<file path="config.mk">
export PLATFORM = sky130hd
export DESIGN_NAME = ps2_host_tx_flat
export DESIGN_NICKNAME = d
export VERILOG_FILES = /design/src/rtl/ps2_host_tx_if.sv /design/src/rtl/ps2_host_tx.sv /design/src/flat_wrapper.sv
export SDC_FILE = /design/constraint.sdc
export NUM_CORES = 1
export LEC_CHECK = 0
export ABC_AREA = 1
export CAP_MARGIN = 20
export CORE_MARGIN = 2
export CORE_UTILIZATION = 40
export CTS_BUF_LIST = sky130_fd_sc_hd__clkbuf_4 sky130_fd_sc_hd__clkbuf_8 sky130_fd_sc_hd__clkbuf_16
export DETAILED_ROUTE_END_ITERATION = 6
export HOLD_SLACK_MARGIN = 0.1
export SYNTH_ARGS = -nofsm -noshare
export SYNTH_HDL_FRONTEND = slang
export SYNTH_SLANG_ARGS = --single-unit
</file>
<file path="constraint.sdc">
create_clock -name clk_i -period 1.96 [get_ports clk_i]
set_clock_uncertainty 0.2 [all_clocks]
set_input_delay 0.588 -clock clk_i [delete_from_list [all_inputs] [get_ports clk_i]]
set_output_delay 0.588 -clock clk_i [all_outputs]
set_load 0.05 [all_outputs]
</file>
<file path="src/rtl/ps2_host_tx_if.sv">
// Command-byte interface between a requester and the PS/2 host transmitter.
// A byte moves on a cycle where tx_valid && tx_ready. tx_ready is high only while the transmitter is idle.
// done/err are single-cycle results, and err_code holds until the next byte is accepted.
interface ps2_host_tx_if;
    logic       tx_valid;
    logic [7:0] tx_data;
    logic       tx_ready;
    logic       done;
    logic       err;
    logic [1:0] err_code;

    modport master (
        output tx_valid, tx_data,
        input  tx_ready, done, err, err_code
    );

    modport slave (
        input  tx_valid, tx_data,
        output tx_ready, done, err, err_code
    );
endinterface

</file>
<file path="src/rtl/ps2_host_tx.sv">
// Host-to-device PS/2 transmitter: inhibit, request-to-send, then clock out one
// odd-parity frame on the device's falling edges and check the device's ack bit.
module ps2_host_tx #(
    parameter int unsigned CLK_FREQ_HZ = 100_000_000,
    parameter int unsigned INHIBIT_US  = 100,
    parameter int unsigned TIMEOUT_US  = 2000,
    parameter int unsigned RTS_CYC     = 4
) (
    input  logic         clk_i,
    input  logic         rstn_i,
    ps2_host_tx_if.slave tx,
    input  logic         ps2_clk_i,
    input  logic         ps2_data_i,
    output logic         ps2_clk_oe_o,
    output logic         ps2_data_oe_o,
    output logic [2:0]   dbg_state_o
);

    localparam int unsigned INH_CYC = CLK_FREQ_HZ / 1_000_000 * INHIBIT_US;
    localparam int unsigned TO_CYC  = CLK_FREQ_HZ / 1_000_000 * TIMEOUT_US;
    localparam int unsigned CNT_W   = $clog2(((INH_CYC > RTS_CYC) ? INH_CYC : RTS_CYC) + 1);
    localparam int unsigned TO_W    = $clog2(TO_CYC + 1);

    localparam logic [2:0] S_IDLE    = 3'd0;
    localparam logic [2:0] S_INHIBIT = 3'd1;
    localparam logic [2:0] S_RTS     = 3'd2;
    localparam logic [2:0] S_SHIFT   = 3'd3;
    localparam logic [2:0] S_RELEASE = 3'd4;

    logic [2:0]       state_q, state_d;
    logic [CNT_W-1:0] cyc_q, cyc_d;
    logic [TO_W-1:0]  to_q, to_d;
    logic [3:0]       bit_cnt_q, bit_cnt_d;
    logic [9:0]       frame_q, frame_d;
    logic             clk_oe_q, clk_oe_d;
    logic             data_oe_q, data_oe_d;
    logic             done_q, done_d;
    logic             err_q, err_d;
    logic [1:0]       err_code_q, err_code_d;
    logic             hi_cnt_q, hi_cnt_d;
    // clk_sync: [0]/[1] synchroniser stages, [2] previous synchronised value
    logic [2:0]       clk_sync_q, clk_sync_d;
    logic [1:0]       dat_sync_q, dat_sync_d;

    logic kfall, clk_s, dat_s;

    assign clk_s = clk_sync_q[1];
    assign dat_s = dat_sync_q[1];
    assign kfall = clk_sync_q[2] & ~clk_sync_q[1];

    always_comb begin
        clk_sync_d = {clk_sync_q[1:0], ps2_clk_i};
        dat_sync_d = {dat_sync_q[0], ps2_data_i};
        state_d    = state_q;
        cyc_d      = cyc_q;
        to_d       = to_q;
        bit_cnt_d  = bit_cnt_q;
        frame_d    = frame_q;
        clk_oe_d   = clk_oe_q;
        data_oe_d  = data_oe_q;
        done_d     = 1'b0;
        err_d      = 1'b0;
        err_code_d = err_code_q;
        hi_cnt_d   = hi_cnt_q;

        case (state_q)
            S_IDLE: begin
                clk_oe_d  = 1'b0;
                data_oe_d = 1'b0;
                if (tx.tx_valid) begin
                    frame_d    = {1'b1, ~^tx.tx_data, tx.tx_data};
                    err_code_d = 2'b00;
                    cyc_d      = '0;
                    clk_oe_d   = 1'b1;
                    state_d    = S_INHIBIT;
                end
            end
            S_INHIBIT: begin
                if (cyc_q == CNT_W'(INH_CYC - 1)) begin
                    cyc_d     = '0;
                    data_oe_d = 1'b1;
                    state_d   = S_RTS;
                end else begin
                    cyc_d = cyc_q + 1'b1;
                end
            end
            S_RTS: begin
                // Start bit stays driven low after the clock is released.
                if (cyc_q == CNT_W'(RTS_CYC - 1)) begin
                    clk_oe_d  = 1'b0;
                    bit_cnt_d = '0;
                    to_d      = '0;
                    state_d   = S_SHIFT;
                end else begin
                    cyc_d = cyc_q + 1'b1;
                end
            end
            S_SHIFT: begin
                if (kfall) begin
                    to_d = '0;
                    if (bit_cnt_q != 4'd10) begin
                        data_oe_d = ~frame_q[bit_cnt_q];
                        bit_cnt_d = bit_cnt_q + 1'b1;
                    end else begin
                        data_oe_d = 1'b0;
                        hi_cnt_d  = 1'b0;
                        state_d   = S_RELEASE;
                        if (!dat_s) begin
                            done_d = 1'b1;
                        end else begin
                            err_d      = 1'b1;
                            err_code_d = 2'b01;
                        end
                    end
                end else if (to_q == TO_W'(TO_CYC - 1)) begin
                    clk_oe_d   = 1'b0;
                    data_oe_d  = 1'b0;
                    err_d      = 1'b1;
                    err_code_d = 2'b10;
                    hi_cnt_d   = 1'b0;
                    state_d    = S_RELEASE;
                end else begin
                    to_d = to_q + 1'b1;
                end
            end
            S_RELEASE: begin
                clk_oe_d  = 1'b0;
                data_oe_d = 1'b0;
                if (clk_s && dat_s) begin
                    hi_cnt_d = 1'b1;
                    if (hi_cnt_q) begin
                        hi_cnt_d = 1'b0;
                        state_d  = S_IDLE;
                    end
                end else begin
                    hi_cnt_d = 1'b0;
                end
            end
            default: begin
                clk_oe_d  = 1'b0;
                data_oe_d = 1'b0;
                state_d   = S_IDLE;
            end
        endcase
    end

    always_ff @(posedge clk_i) begin
        if (!rstn_i) begin
            state_q    <= S_IDLE;
            cyc_q      <= '0;
            to_q       <= '0;
            bit_cnt_q  <= '0;
            frame_q    <= '0;
            clk_oe_q   <= 1'b0;
            data_oe_q  <= 1'b0;
            done_q     <= 1'b0;
            err_q      <= 1'b0;
            err_code_q <= 2'b00;
            hi_cnt_q   <= 1'b0;
            clk_sync_q <= 3'b111;
            dat_sync_q <= 2'b11;
        end else begin
            state_q    <= state_d;
            cyc_q      <= cyc_d;
            to_q       <= to_d;
            bit_cnt_q  <= bit_cnt_d;
            frame_q    <= frame_d;
            clk_oe_q   <= clk_oe_d;
            data_oe_q  <= data_oe_d;
            done_q     <= done_d;
            err_q      <= err_d;
            err_code_q <= err_code_d;
            hi_cnt_q   <= hi_cnt_d;
            clk_sync_q <= clk_sync_d;
            dat_sync_q <= dat_sync_d;
        end
    end

    assign tx.tx_ready   = (state_q == S_IDLE);
    assign tx.done       = done_q;
    assign tx.err        = err_q;
    assign tx.err_code   = err_code_q;
    assign ps2_clk_oe_o  = clk_oe_q;
    assign ps2_data_oe_o = data_oe_q;
    assign dbg_state_o   = state_q;

endmodule
</file>
<file path="src/flat_wrapper.sv">
// flat-port wrapper written by rule: the top's interface ports become plain ports
module ps2_host_tx_flat 
#(
    parameter int unsigned CLK_FREQ_HZ = 100_000_000,
    parameter int unsigned INHIBIT_US  = 100,
    parameter int unsigned TIMEOUT_US  = 2000,
    parameter int unsigned RTS_CYC     = 4
)
  (clk_i, rstn_i, ps2_clk_i, ps2_data_i, ps2_clk_oe_o, ps2_data_oe_o, dbg_state_o, tx_tx_valid, tx_tx_data, tx_tx_ready, tx_done, tx_err, tx_err_code);
  ps2_host_tx_if tx_i ();
  input  logic clk_i;
  input  logic rstn_i;
  input  logic ps2_clk_i;
  input  logic ps2_data_i;
  output logic ps2_clk_oe_o;
  output logic ps2_data_oe_o;
  output logic [2:0] dbg_state_o;
  input wire logic [$bits(tx_i.tx_valid)-1:0] tx_tx_valid;
  input wire logic [$bits(tx_i.tx_data)-1:0] tx_tx_data;
  output wire logic [$bits(tx_i.tx_ready)-1:0] tx_tx_ready;
  output wire logic [$bits(tx_i.done)-1:0] tx_done;
  output wire logic [$bits(tx_i.err)-1:0] tx_err;
  output wire logic [$bits(tx_i.err_code)-1:0] tx_err_code;
  assign tx_i.tx_valid = tx_tx_valid;
  assign tx_i.tx_data = tx_tx_data;
  assign tx_tx_ready = tx_i.tx_ready;
  assign tx_done = tx_i.done;
  assign tx_err = tx_i.err;
  assign tx_err_code = tx_i.err_code;
  ps2_host_tx #(.CLK_FREQ_HZ(CLK_FREQ_HZ), .INHIBIT_US(INHIBIT_US), .TIMEOUT_US(TIMEOUT_US), .RTS_CYC(RTS_CYC)) u_core (.clk_i(clk_i), .rstn_i(rstn_i), .tx(tx_i), .ps2_clk_i(ps2_clk_i), .ps2_data_i(ps2_data_i), .ps2_clk_oe_o(ps2_clk_oe_o), .ps2_data_oe_o(ps2_data_oe_o), .dbg_state_o(dbg_state_o));
endmodule
</file>
==> qor.log, run 1 <==
qor: logic_synthesis.synth_cell_types 40
qor: placed_design.finalWeightedCongestion 0.911
qor: timing.worst_hold_slack 0.215 ns
qor: routing.average_wire_length_per_cell_after_detail_routing 12.8 um
qor: routing.dr.first_iter.drc_count 236
qor: logic_synthesis.synth-seq-cells 61
qor: worst_hold_path.min-delay-start u_core.dat_sync_q[0]
qor: routing.drt-pass1-iter-count 5
qor: floorplanning.fp.dieArea 9580 um2
qor: clock_tree.ctsRootBufferMaster sky130_fd_sc_hd__clkbuf_8
qor: logic_synthesis.synth_top_family_by_area simple AND/OR/NAND/NOR gates
qor: placed_design.buffer_ports.inserted 22
qor: grt.number_of_antenna_violations_at_the_first_check_in_global_routing 0
qor: critical_path.r2r_start u_core.to_q[1]
qor: logic_synthesis.synth.yosys.warnings 0
qor: critical_path.critical_path.max_fanout 5
qor: timing.finalCritPeriodShare 0.972
qor: logic_synthesis.synth.area.mux_share 0
qor: logic_synthesis.synthDominantAreaCellType sky130_fd_sc_hd__dfxtp_1
qor: clock_tree.cts-buffers-inserted 9
qor: critical_path.cp_data_required_time 1.17 ns
qor: timing.timing_hold_violations_final 0
qor: grt.grt_pass1_wl 16200 um
qor: power.power.switching 1.64 mW
qor: critical_path.startpoint u_core.dbg_state_o[1]
qor: grt.largest_net_degree_at_the_start_of_global_routing 21
qor: power.power.switching_fraction 0.365
qor: logic_synthesis.synth_simple_gate_area_frac 0.400
qor: worst_hold_path.whs_endpoint u_core.dat_sync_q[1]
qor: routing.via_per_inst 5.04
qor: timing.fin_ws 0.0550 ns
qor: logic_synthesis.seq_area_frac_synth 0.347
qor: critical_path.cp_data_arrival_time 1.12 ns
qor: cells_and_area.nFillCells 843
qor: logic_synthesis.synth-async-reset-ratio 0
qor: timing.setup_violations 0
qor: placed_design.pre_cts_slack -0.228 ns
qor: logic_synthesis.post_synth.cell_area_avg 6.54 um2
qor: floorplanning.core_region_area 8640 um2
qor: power.cellInternalPower 2.85 mW
qor: power.power.density_cell_area 951 nW/um2
qor: grt.first_global_vias 3566
qor: clock_tree.cts_num_sinks 61
qor: clock_tree.clock_path_buffers 2
qor: logic_synthesis.syn_area 3520 um2
qor: routing.ant_nets 0
qor: power.combinationalPowerShare 0.395
qor: logic_synthesis.synth_edf_count 0
qor: cells_and_area.final_net_count 641
qor: clock_tree.cts_hold_buffers 0
qor: cells_and_area.layout-area-overhead-vs-synth 34.0%
qor: power.irDropWorstVdd 0.000593 V
qor: timing.tightestPinTransition 0.396 ns
qor: floorplanning.std_cell_rows 34
qor: critical_path.setup.worst_path.class flop to primary output
qor: clock_tree.worst_skew_pair.late_latency 0.34 ns
qor: placed_design.placed_cells_incl_taps 711
qor: logic_synthesis.ys.flop_type sky130_fd_sc_hd__dfxtp_1
qor: clock_tree.clk_transition_reported_paths 0.07 ns
qor: timing.finalMaxSlewViolations 0
qor: worst_hold_path.timing.hold.worst_path_depth 1
qor: power.final_power 4.49 mW
qor: floorplanning.initial_core_util 0.408
qor: critical_path.r2r_end u_core.to_q[0]
qor: logic_synthesis.synth_commonest_cells sky130_fd_sc_hd__nand2_1, sky130_fd_sc_hd__inv_1, sky130_fd_sc_hd__nor2_1
qor: power.p_seq_frac 0.329
qor: logic_synthesis.post_synth_fa_ha_maj_area_fraction 0.0142
qor: logic_synthesis.synth_compound_gate_area_share 0.120
qor: floorplanning.die_height 97.9 um
qor: logic_synthesis.yosys.area.top_type_share 0.347
qor: timing.worst_max_slew_margin_expressed_relative_to_the_limit 0.736
qor: critical_path.ff2ff_path_depth 8
qor: routing.via_count 3713
qor: logic_synthesis.syn_nets 556
qor: timing.fin_crit 1.91 ns
qor: timing.rsz0062_at_grt yes
qor: cells_and_area.final-seq-area 1240 um2
qor: power.total_leakage_power 1.96 nW
qor: cells_and_area.multi_input_comb_area 2060 um2
qor: routing.post-route-drc-count 0
qor: grt.global_route_usage_over_all_layers 0.203
qor: critical_path.rrSetupSlack 0.08 ns
qor: floorplanning.die_width 97.9 um
qor: cells_and_area.final_cell_count_no_fill 736
qor: cells_and_area.post_route_cells_drive_above_1_share 0.229
qor: job.timing.max_cap.violations 0
qor: critical_path.critPathLaunchType flop
qor: logic_synthesis.post_synth_main_area_contributors sky130_fd_sc_hd__dfxtp_1, sky130_fd_sc_hd__nand2_1, sky130_fd_sc_hd__inv_1, sky130_fd_sc_hd__nor2_1, sky130_fd_sc_hd__a21oi_1
qor: logic_synthesis.synth.most_common_cell sky130_fd_sc_hd__nand2_1
qor: critical_path.critical_path.endpoint_type primary output
qor: status.run_status finished clean
qor: logic_synthesis.synthXorXnorAreaFrac 0.0249
qor: cells_and_area.insertedDiodeCount 0
qor: placed_design.detailedPlacementHpwl 7080 um
qor: timing.tns 0 ns
qor: logic_synthesis.synthCells 539
qor: power.clkPwrFrac 0.276
qor: clock_tree.cts_tree built
qor: clock_tree.htreeDepth 3
qor: worst_hold_path.min_path_type flop to flop
qor: floorplanning.design.portCount 23
qor: timing.max_freq 525 MHz
qor: routing.post_detailed_routing_wire_length 9400 um
qor: grt.global_route_total_overflow 0
==> logic make-up after synthesis <==
| group | Yosys count |
|---|---|
| AOI/OAI and AO/OA | 75 |
| DFF | 61 |
| buffers and inverters | 85 |
| adders and majority gates | 4 |
| and+or+nand+nor | 304 |
| xor gates and xnor gates | 10 |
==> critical path, stage by stage, from the launching register on <==
cell                         delay, ns
sky130_fd_sc_hd__dfxtp_4          0.36
sky130_fd_sc_hd__inv_4            0.05
sky130_fd_sc_hd__nand2_2          0.10
sky130_fd_sc_hd__clkinvlp_4       0.12
sky130_fd_sc_hd__buf_12           0.16
==> how the worst max path moves through the flow <==
stage	to	slack (ns)	depth (start not counted)
2_1_floorplan	u_core.cyc_q[9]	-0.003	10
3_3_place_gp	u_core.cyc_q[7]	-0.22	10
3_5_place_dp	u_core.cyc_q[7]	-0.23	10
4_1_cts	u_core.bit_cnt_q[1]	0.00005	8
5_1_grt	u_core.dbg_state_o[1]	-0.05	9
6_report	tx_tx_ready	0.05	4
==> cell type report <==
| type | count | share of cell area |
|---|---|---|
| Tap cell | 108 | 0.0286 |
| Sequential cell | 61 | 0.262 |
| Inverter | 76 | 0.0617 |
| Timing Repair Buffer | 83 | 0.167 |
| Clock inverter | 6 | 0.0185 |
| Clock buffer | 9 | 0.0262 |
| Multi-Input combinational cell | 393 | 0.436 |
==> per-layer routing <==
layer | up-vias | routed length (um) | track usage
li1 | 1910 | - | -
met1 | 1702 | 4530 | 0.279
met2 | 94 | 4330 | 0.328
met3 | 7 | 446 | 0.0344
met4 | 0 | 85 | 0.0630
met5 | - | 0 | 0
==> sequential cells by signal (all words and copies together) (netlist names), 2 cells and up <==
| signal | cells |
|---|---|
| u_core.bit_cnt_q | 4 |
| u_core.cyc_q | 14 |
| u_core.dat_sync_q | 2 |
| u_core.clk_sync_q | 3 |
| u_core.tx.err_code | 2 |
| u_core.frame_q | 10 |
| u_core.to_q | 18 |
| u_core.dbg_state_o | 3 |
==> what timing repair did <==
action / CTS / global route
buffers inserted: 3 / 8
setup endpoints to repair: 2 / 41
resized for setup: 2 / 26
pin swaps: 1 / 14
==> placed cells by master (no fill, tap or decap), drive strengths merged, types with 2 or more instances in the layout <==
cell / instances
a21oi: 39
buf: 71
bufinv: 2
clkbuf: 9
clkdlybuf4s50: 12
clkinv: 2
clkinvlp: 2
dfxtp: 61
ha: 4
inv: 76
nand2: 138
nand3: 40
nand4: 23
nor2: 72
nor3: 20
o211a: 2
o21ai: 29
o21bai: 2
or2: 8
xnor2: 6
xor2: 4
==> per-stage QoR <==
step	cell area, um2	utilization
floorplan	3550	-
global placement	4340	0.502
detailed placement	4340	0.502
CTS	4580	0.530
global route	4720	0.547
finish	4720	0.547
==> power groups by stage <==
stage / registers [mW] / clock network [mW] / logic (mW)
global route: 1.50 / 1.32 / 1.95
finish: 1.48 / 1.24 / 1.77
global placement: 1.50 / 0 / 1.62
detailed placement: 1.51 / 0 / 1.64
CTS: 1.48 / 1.26 / 1.70
floorplan: 1.62 / 0 / 0.845
(Power assumes the default switching activity.)
==> run 2, diff against run 1 <==
--- a/config.mk
+++ b/config.mk
@@ -6,12 +6,13 @@
 export NUM_CORES = 1
 export LEC_CHECK = 0
 export ABC_AREA = 1
-export CAP_MARGIN = 20
+export CORE_ASPECT_RATIO = 1.1
 export CORE_MARGIN = 2
 export CORE_UTILIZATION = 40
 export CTS_BUF_LIST = sky130_fd_sc_hd__clkbuf_4 sky130_fd_sc_hd__clkbuf_8 sky130_fd_sc_hd__clkbuf_16
 export DETAILED_ROUTE_END_ITERATION = 6
 export HOLD_SLACK_MARGIN = 0.1
+export SETUP_SLACK_MARGIN = 0.1
 export SYNTH_ARGS = -nofsm -noshare
 export SYNTH_HDL_FRONTEND = slang
 export SYNTH_SLANG_ARGS = --single-unit
==> run 2 against run 1 <==
Effect of this change: critical path depth did not move; maximum frequency increased by 0.19%; combinational power rose by 12%; clock power fell by 7%; routed wire length rose by 1.5%; first-iteration DRC count is 41% lower; utilization up 3.7 points; final cell count is 1.9% higher; worst setup slack improved by 0.0036 ns; sequential share of layout area fell by 1.1 points; register-to-register slack improved by 0.09 ns; final area up 4.6%; critical endpoint unchanged.
==> qor.log, run 2 (synthesis results as in run 1) <==
qor: floorplanning.std_cell_rows 35
qor: power.power.density_cell_area 936 nW/um2
qor: cells_and_area.final_cell_count_no_fill 750
qor: routing.dr.first_iter.drc_count 140
qor: critical_path.critical_path.max_fanout 3
qor: clock_tree.clk_transition_reported_paths 0.07 ns
qor: placed_design.buffer_ports.inserted 22
qor: clock_tree.htreeDepth 3
qor: grt.number_of_antenna_violations_at_the_first_check_in_global_routing 0
qor: floorplanning.die_width 93.5 um
qor: floorplanning.design.portCount 23
qor: routing.via_per_inst 5.00
qor: clock_tree.ctsRootBufferMaster sky130_fd_sc_hd__clkbuf_8
qor: timing.worst_max_slew_margin_expressed_relative_to_the_limit 0.737
qor: timing.worst_hold_slack 0.217 ns
qor: power.total_leakage_power 2.02 nW
qor: timing.fin_ws 0.0586 ns
qor: clock_tree.cts_tree built
qor: routing.average_wire_length_per_cell_after_detail_routing 12.7 um
qor: job.timing.max_cap.violations 0
qor: grt.global_route_total_overflow 0
qor: cells_and_area.registers_with_the_most_flip_flops u_core.to_q: 18 flops, u_core.cyc_q: 14 flops, u_core.frame_q: 10 flops
qor: placed_design.finalWeightedCongestion 0.898
qor: timing.timing_hold_violations_final 0
qor: timing.max_freq 526 MHz
qor: critical_path.setup.worst_path.class flop to primary output
qor: critical_path.critical-path-top-delay-family flip-flops
qor: floorplanning.initial_core_util 0.417
qor: timing.finalCritPeriodShare 0.970
qor: placed_design.dpl_cell_area 4380 um2
qor: critical_path.critical-path-slowest-cell sky130_fd_sc_hd__dfxtp_4
qor: timing.setup_violations 0
qor: worst_hold_path.min_path_type flop to flop
qor: routing.post-route-drc-count 0
qor: critical_path.critPathLaunchType flop
qor: clock_tree.cts_hold_buffers 0
qor: cells_and_area.regMostFlops u_core.to_q
qor: critical_path.cp_data_arrival_time 1.11 ns
qor: cells_and_area.layout_common_cells sky130_fd_sc_hd__nand2_1, sky130_fd_sc_hd__inv_1, sky130_fd_sc_hd__buf_4
qor: critical_path.critical_path.n_buffers_inverters 2
qor: cells_and_area.mostFrequentLayoutCell sky130_fd_sc_hd__nand2_1
qor: routing.drt-pass1-iter-count 4
qor: routing.ant_nets 0
qor: critical_path.slowest_delay 0.36 ns
qor: timing.tns 0 ns
qor: power.final_power 4.62 mW
qor: routing.via_count 3749
qor: clock_tree.cts_num_sinks 61
qor: cells_and_area.postLayoutCoreUtil 0.584
qor: cells_and_area.final_net_count 651
qor: critical_path.cp_data_required_time 1.17 ns
qor: grt.grt_pass1_wl 15600 um
qor: critical_path.critical_path.endpoint_type primary output
qor: grt.global_route_usage_over_all_layers 0.204
qor: clock_tree.clock_path_buffers 2
qor: clock_tree.worst_skew_pair.late_latency 0.34 ns
qor: floorplanning.core_region_area 8450 um2
qor: placed_design.pre_cts_slack -0.192 ns
qor: timing.rsz0062_at_grt yes
qor: cells_and_area.insertedDiodeCount 0
qor: grt.first_global_vias 3461
qor: floorplanning.fp.dieArea 9580 um2
qor: cells_and_area.post_route_cells_drive_above_1_share 0.268
qor: timing.finalMaxSlewViolations 0
qor: placed_design.placed_cells_incl_taps 715
qor: routing.post_detailed_routing_wire_length 9540 um
qor: timing.tightestPinTransition 0.392 ns
qor: floorplanning.die_height 102 um
qor: cells_and_area.largest_register_ffs 18
qor: cells_and_area.final_design_area_no_fill 4940 um2
qor: critical_path.crit_path_cell_trace nor2_4 -> nand2_4 -> clkinvlp_4 -> buf_12
qor: placed_design.detailedPlacementHpwl 6910 um
qor: status.run_status finished clean
qor: clock_tree.cts-buffers-inserted 9
qor: timing.fin_crit 1.90 ns
qor: cells_and_area.layout-area-overhead-vs-synth 40.1%
qor: power.irDropWorstVdd 0.000387 V
qor: grt.largest_net_degree_at_the_start_of_global_routing 23
-- run 2: repair_timing --
| action | CTS | global route |
|---|---|---|
| pin swaps | 6 | 11 |
| endpoints found under the hold margin | 0 | 0 |
| setup buffers | 9 | 10 |
| gates resized for setup | 17 | 40 |
| endpoints found under the setup margin | 26 | 38 |
-- run 2: metal layers --
metal  GRT usage  part of all wire  up-vias
li1            -                 -     1939
met1       0.254              0.44     1715
met2       0.354              0.51       82
met3      0.0332             0.034       13
met4      0.0792             0.016        0
met5           0                 0        -
-- run 2: area by class of cell --
cell class	instances	area, um2
Inverter	76	299
Sequential cell	61	1240
Tap cell	111	139
Clock buffer	12	153
Multi-Input combinational cell	393	2170
Timing Repair Buffer	93	890
Clock inverter	4	47.5
Fill cell	804	3510
-- run 2: worst paths after layout --
path	startpoint	to	slack, ns	cells after the start
min	u_core.dat_sync_q[0]	u_core.dat_sync_q[1]	0.22	1
max reg2reg	u_core.dbg_state_o[1]	u_core.cyc_q[9]	0.17	13
min reg2reg	u_core.dat_sync_q[0]	u_core.dat_sync_q[1]	0.22	1
max	u_core.dbg_state_o[2]	tx_tx_ready	0.06	4
-- run 2: where the power goes --
| part | total [mW] | internal [mW] | switching, mW | leakage, nW |
|---|---|---|---|---|
| Combinational | 1.99 | 0.883 | 1.11 | 1.42 |
| Clock | 1.15 | 0.646 | 0.505 | 0.103 |
| Sequential | 1.48 | 1.39 | 0.0939 | 0.500 |
| Total | 4.62 | 2.91 | 1.71 | 2.02 |
-- run 2: worst register-to-register path, cell delays in order (launching register included) --
cell and delay [ns]:
sky130_fd_sc_hd__dfxtp_4 0.37, sky130_fd_sc_hd__inv_4 0.06, sky130_fd_sc_hd__nand2_4 0.07, sky130_fd_sc_hd__clkinvlp_4 0.10
sky130_fd_sc_hd__buf_4 0.14, sky130_fd_sc_hd__nand2_2 0.07, sky130_fd_sc_hd__nand2_1 0.06, sky130_fd_sc_hd__inv_2 0.09
sky130_fd_sc_hd__nand2_8 0.12, sky130_fd_sc_hd__nor2_1 0.12, sky130_fd_sc_hd__nand2_1 0.05, sky130_fd_sc_hd__nand2_1 0.07
sky130_fd_sc_hd__nand2_1 0.07, sky130_fd_sc_hd__nor2_1 0.12
==> run 3, diff against run 2 <==
--- a/config.mk
+++ b/config.mk
@@ -8,10 +8,11 @@
 export ABC_AREA = 1
 export CORE_ASPECT_RATIO = 1.1
 export CORE_MARGIN = 2
-export CORE_UTILIZATION = 40
+export CORE_UTILIZATION = 54
 export CTS_BUF_LIST = sky130_fd_sc_hd__clkbuf_4 sky130_fd_sc_hd__clkbuf_8 sky130_fd_sc_hd__clkbuf_16
 export DETAILED_ROUTE_END_ITERATION = 6
 export HOLD_SLACK_MARGIN = 0.1
+export PLACE_DENSITY = 0.77
 export SETUP_SLACK_MARGIN = 0.1
 export SYNTH_ARGS = -nofsm -noshare
 export SYNTH_HDL_FRONTEND = slang
==> run 3 against run 2 <==
Effect of this change: final area decreased by 3.4%; largest cell class unchanged; non-clock buffer count decreased by 18; routed wire length increased by 3.2%.
==> qor.log, run 3 (synthesis results as in run 1) <==
qor: critical_path.setup.worst_path.class flop to flop
qor: clock_tree.cts-buffers-inserted 9
qor: placed_design.finalWeightedCongestion 1.00
qor: critical_path.cp_data_arrival_time 2.01 ns
qor: timing.setup_violations 0
qor: grt.largest_net_degree_at_the_start_of_global_routing 25
qor: routing.post_detailed_routing_wire_length 9840 um
qor: cells_and_area.layout-area-overhead-vs-synth 35.3%
qor: clock_tree.cts_num_sinks 61
qor: cells_and_area.regMostFlops u_core.to_q
qor: critical_path.critical_path.max_fanout 4
qor: grt.number_of_antenna_violations_at_the_first_check_in_global_routing 0
qor: clock_tree.clock_path_buffers 2
qor: clock_tree.worst_skew_pair.late_latency 0.35 ns
qor: critical_path.crit_path_cell_trace nor2_4 -> buf_4 -> inv_2 -> nor2_4 -> nand3_4 -> nand2_4 -> buf_6 -> nand4_1 -> nor2_1 -> nor2_1
qor: cells_and_area.post_route_cells_drive_above_1_share 0.246
qor: cells_and_area.postLayoutCoreUtil 0.765
qor: power.irDropWorstVdd 0.000699 V
qor: power.total_leakage_power 1.94 nW
qor: floorplanning.design.portCount 23
qor: cells_and_area.registers_with_the_most_flip_flops u_core.to_q: 18 flops, u_core.cyc_q: 14 flops, u_core.frame_q: 10 flops
qor: floorplanning.std_cell_rows 30
qor: grt.grt_pass1_wl 15000 um
qor: power.power.density_cell_area 931 nW/um2
qor: clock_tree.cts_hold_buffers 0
qor: floorplanning.initial_core_util 0.565
qor: critical_path.rrSetupSlack 0.004 ns
qor: timing.timing_hold_violations_final 0
qor: cells_and_area.largest_register_ffs 18
qor: routing.met1_length 4060 um
qor: status.run_status finished clean
qor: grt.first_global_vias 3508
qor: routing.wl_met3 464 um
qor: placed_design.buffer_ports.inserted 22
qor: timing.max_freq 511 MHz
qor: floorplanning.core_region_area 6230 um2
qor: routing.ant_nets 0
qor: clock_tree.cts_tree built
qor: routing.average_wire_length_per_cell_after_detail_routing 14.0 um
qor: timing.worst_max_slew_margin_expressed_relative_to_the_limit 0.673
qor: routing.post-route-drc-count 0
qor: cells_and_area.final_net_count 633
qor: cells_and_area.mostFrequentLayoutCell sky130_fd_sc_hd__nand2_1
qor: timing.tightestPinTransition 0.490 ns
qor: floorplanning.die_width 81.0 um
qor: timing.finalMaxSlewViolations 0
qor: job.timing.max_cap.violations 0
qor: cells_and_area.insertedDiodeCount 0
qor: critical_path.slowest_delay 0.36 ns
qor: grt.global_route_total_overflow 0
qor: cells_and_area.layout_common_cells sky130_fd_sc_hd__nand2_1, sky130_fd_sc_hd__inv_1, sky130_fd_sc_hd__nor2_1
qor: floorplanning.die_height 88.7 um
qor: critical_path.critical-path-slowest-cell sky130_fd_sc_hd__dfxtp_4
qor: grt.global_route_usage_over_all_layers 0.271
qor: timing.tns 0 ns
qor: clock_tree.htreeDepth 3
qor: routing.met2WireLength 4960 um
qor: clock_tree.clk_transition_reported_paths 0.08 ns
qor: routing.via_per_inst 5.39
qor: clock_tree.ctsRootBufferMaster sky130_fd_sc_hd__clkbuf_8
qor: placed_design.detailedPlacementHpwl 6790 um
qor: timing.finalCritPeriodShare 0.998
qor: routing.via_count 3781
qor: routing.top_layer met4
qor: critical_path.critPathLaunchType flop
qor: floorplanning.fp.dieArea 7190 um2
qor: power.final_power 4.44 mW
qor: timing.fin_crit 1.96 ns
qor: critical_path.cp_data_required_time 2.01 ns
qor: worst_hold_path.min_path_type flop to flop
qor: timing.rsz0062_at_grt yes
qor: routing.dr.first_iter.drc_count 220
qor: critical_path.critical_path.endpoint_type flop
qor: routing.drt-pass1-iter-count 5
==> run 3: cell count changes in the layout (fill, tap and decap cells not counted), sizes merged <==
cell    change
buf        -18
bufinv      -1
clkinv      +1
==> run 3: where the power goes <==
| part | internal, mW | leakage [nW] | switching [mW] | total, mW |
|---|---|---|---|---|
| logic | 0.790 | 1.35 | 1.11 | 1.90 |
| clock network | 0.535 | 0.0956 | 0.509 | 1.04 |
| registers | 1.39 | 0.500 | 0.105 | 1.49 |
==> run 3: worst paths after layout <==
check,depth (start not counted),start,endpoint
worst max-delay path,10,u_core.dbg_state_o[2],u_core.to_q[17]
worst max register to register,10,u_core.dbg_state_o[2],u_core.to_q[17]
worst min-delay path,1,u_core.dat_sync_q[0],u_core.dat_sync_q[1]
worst min register to register,1,u_core.dat_sync_q[0],u_core.dat_sync_q[1]
==> run 3: area by class of cell <==
class | instances | area [um2]
multi-input combinational | 393 | 2180
timing repair buffer | 75 | 757
sequential | 61 | 1240
clock inverter | 4 | 22.5
fill | 457 | 1460
tap | 80 | 100
inverter | 76 | 307
clock buffer | 12 | 159
==> run 3: repair_timing <==
item | 4_1_cts | 5_1_grt
gates cloned | 0 | 0
pin swaps | 8 | 13
endpoints found under the setup margin | 25 | 45
gates resized for setup | 12 | 51
buffers inserted | 6 | 7
==> run 3: metal layers <==
metal	vias up	GRT usage
li1	1904	-
met1	1713	0.317
met2	131	0.458
met3	33	0.0418
met4	0	0.177
met5	-	0
==> run 3: through the flow <==
step	setup slack [ns]	std cells	hold slack, ns	cell area (um2)
2_1_floorplan	0.0542	539	0.193	3570
3_3_place_gp	-0.170	672	0.198	4240
3_5_place_dp	-0.201	672	0.199	4240
4_1_cts	0.0320	694	0.215	4500
5_1_grt	-0.169	701	0.232	4770
6_report	0.00447	701	0.216	4770
==> run 3: worst max-delay path: cells and delay by family, from the launching register on <==
family	cells	cell delay [ns]
buffers and inverters	3	0.30
flip-flops	1	0.36
AND/OR/NAND/NOR	7	0.97
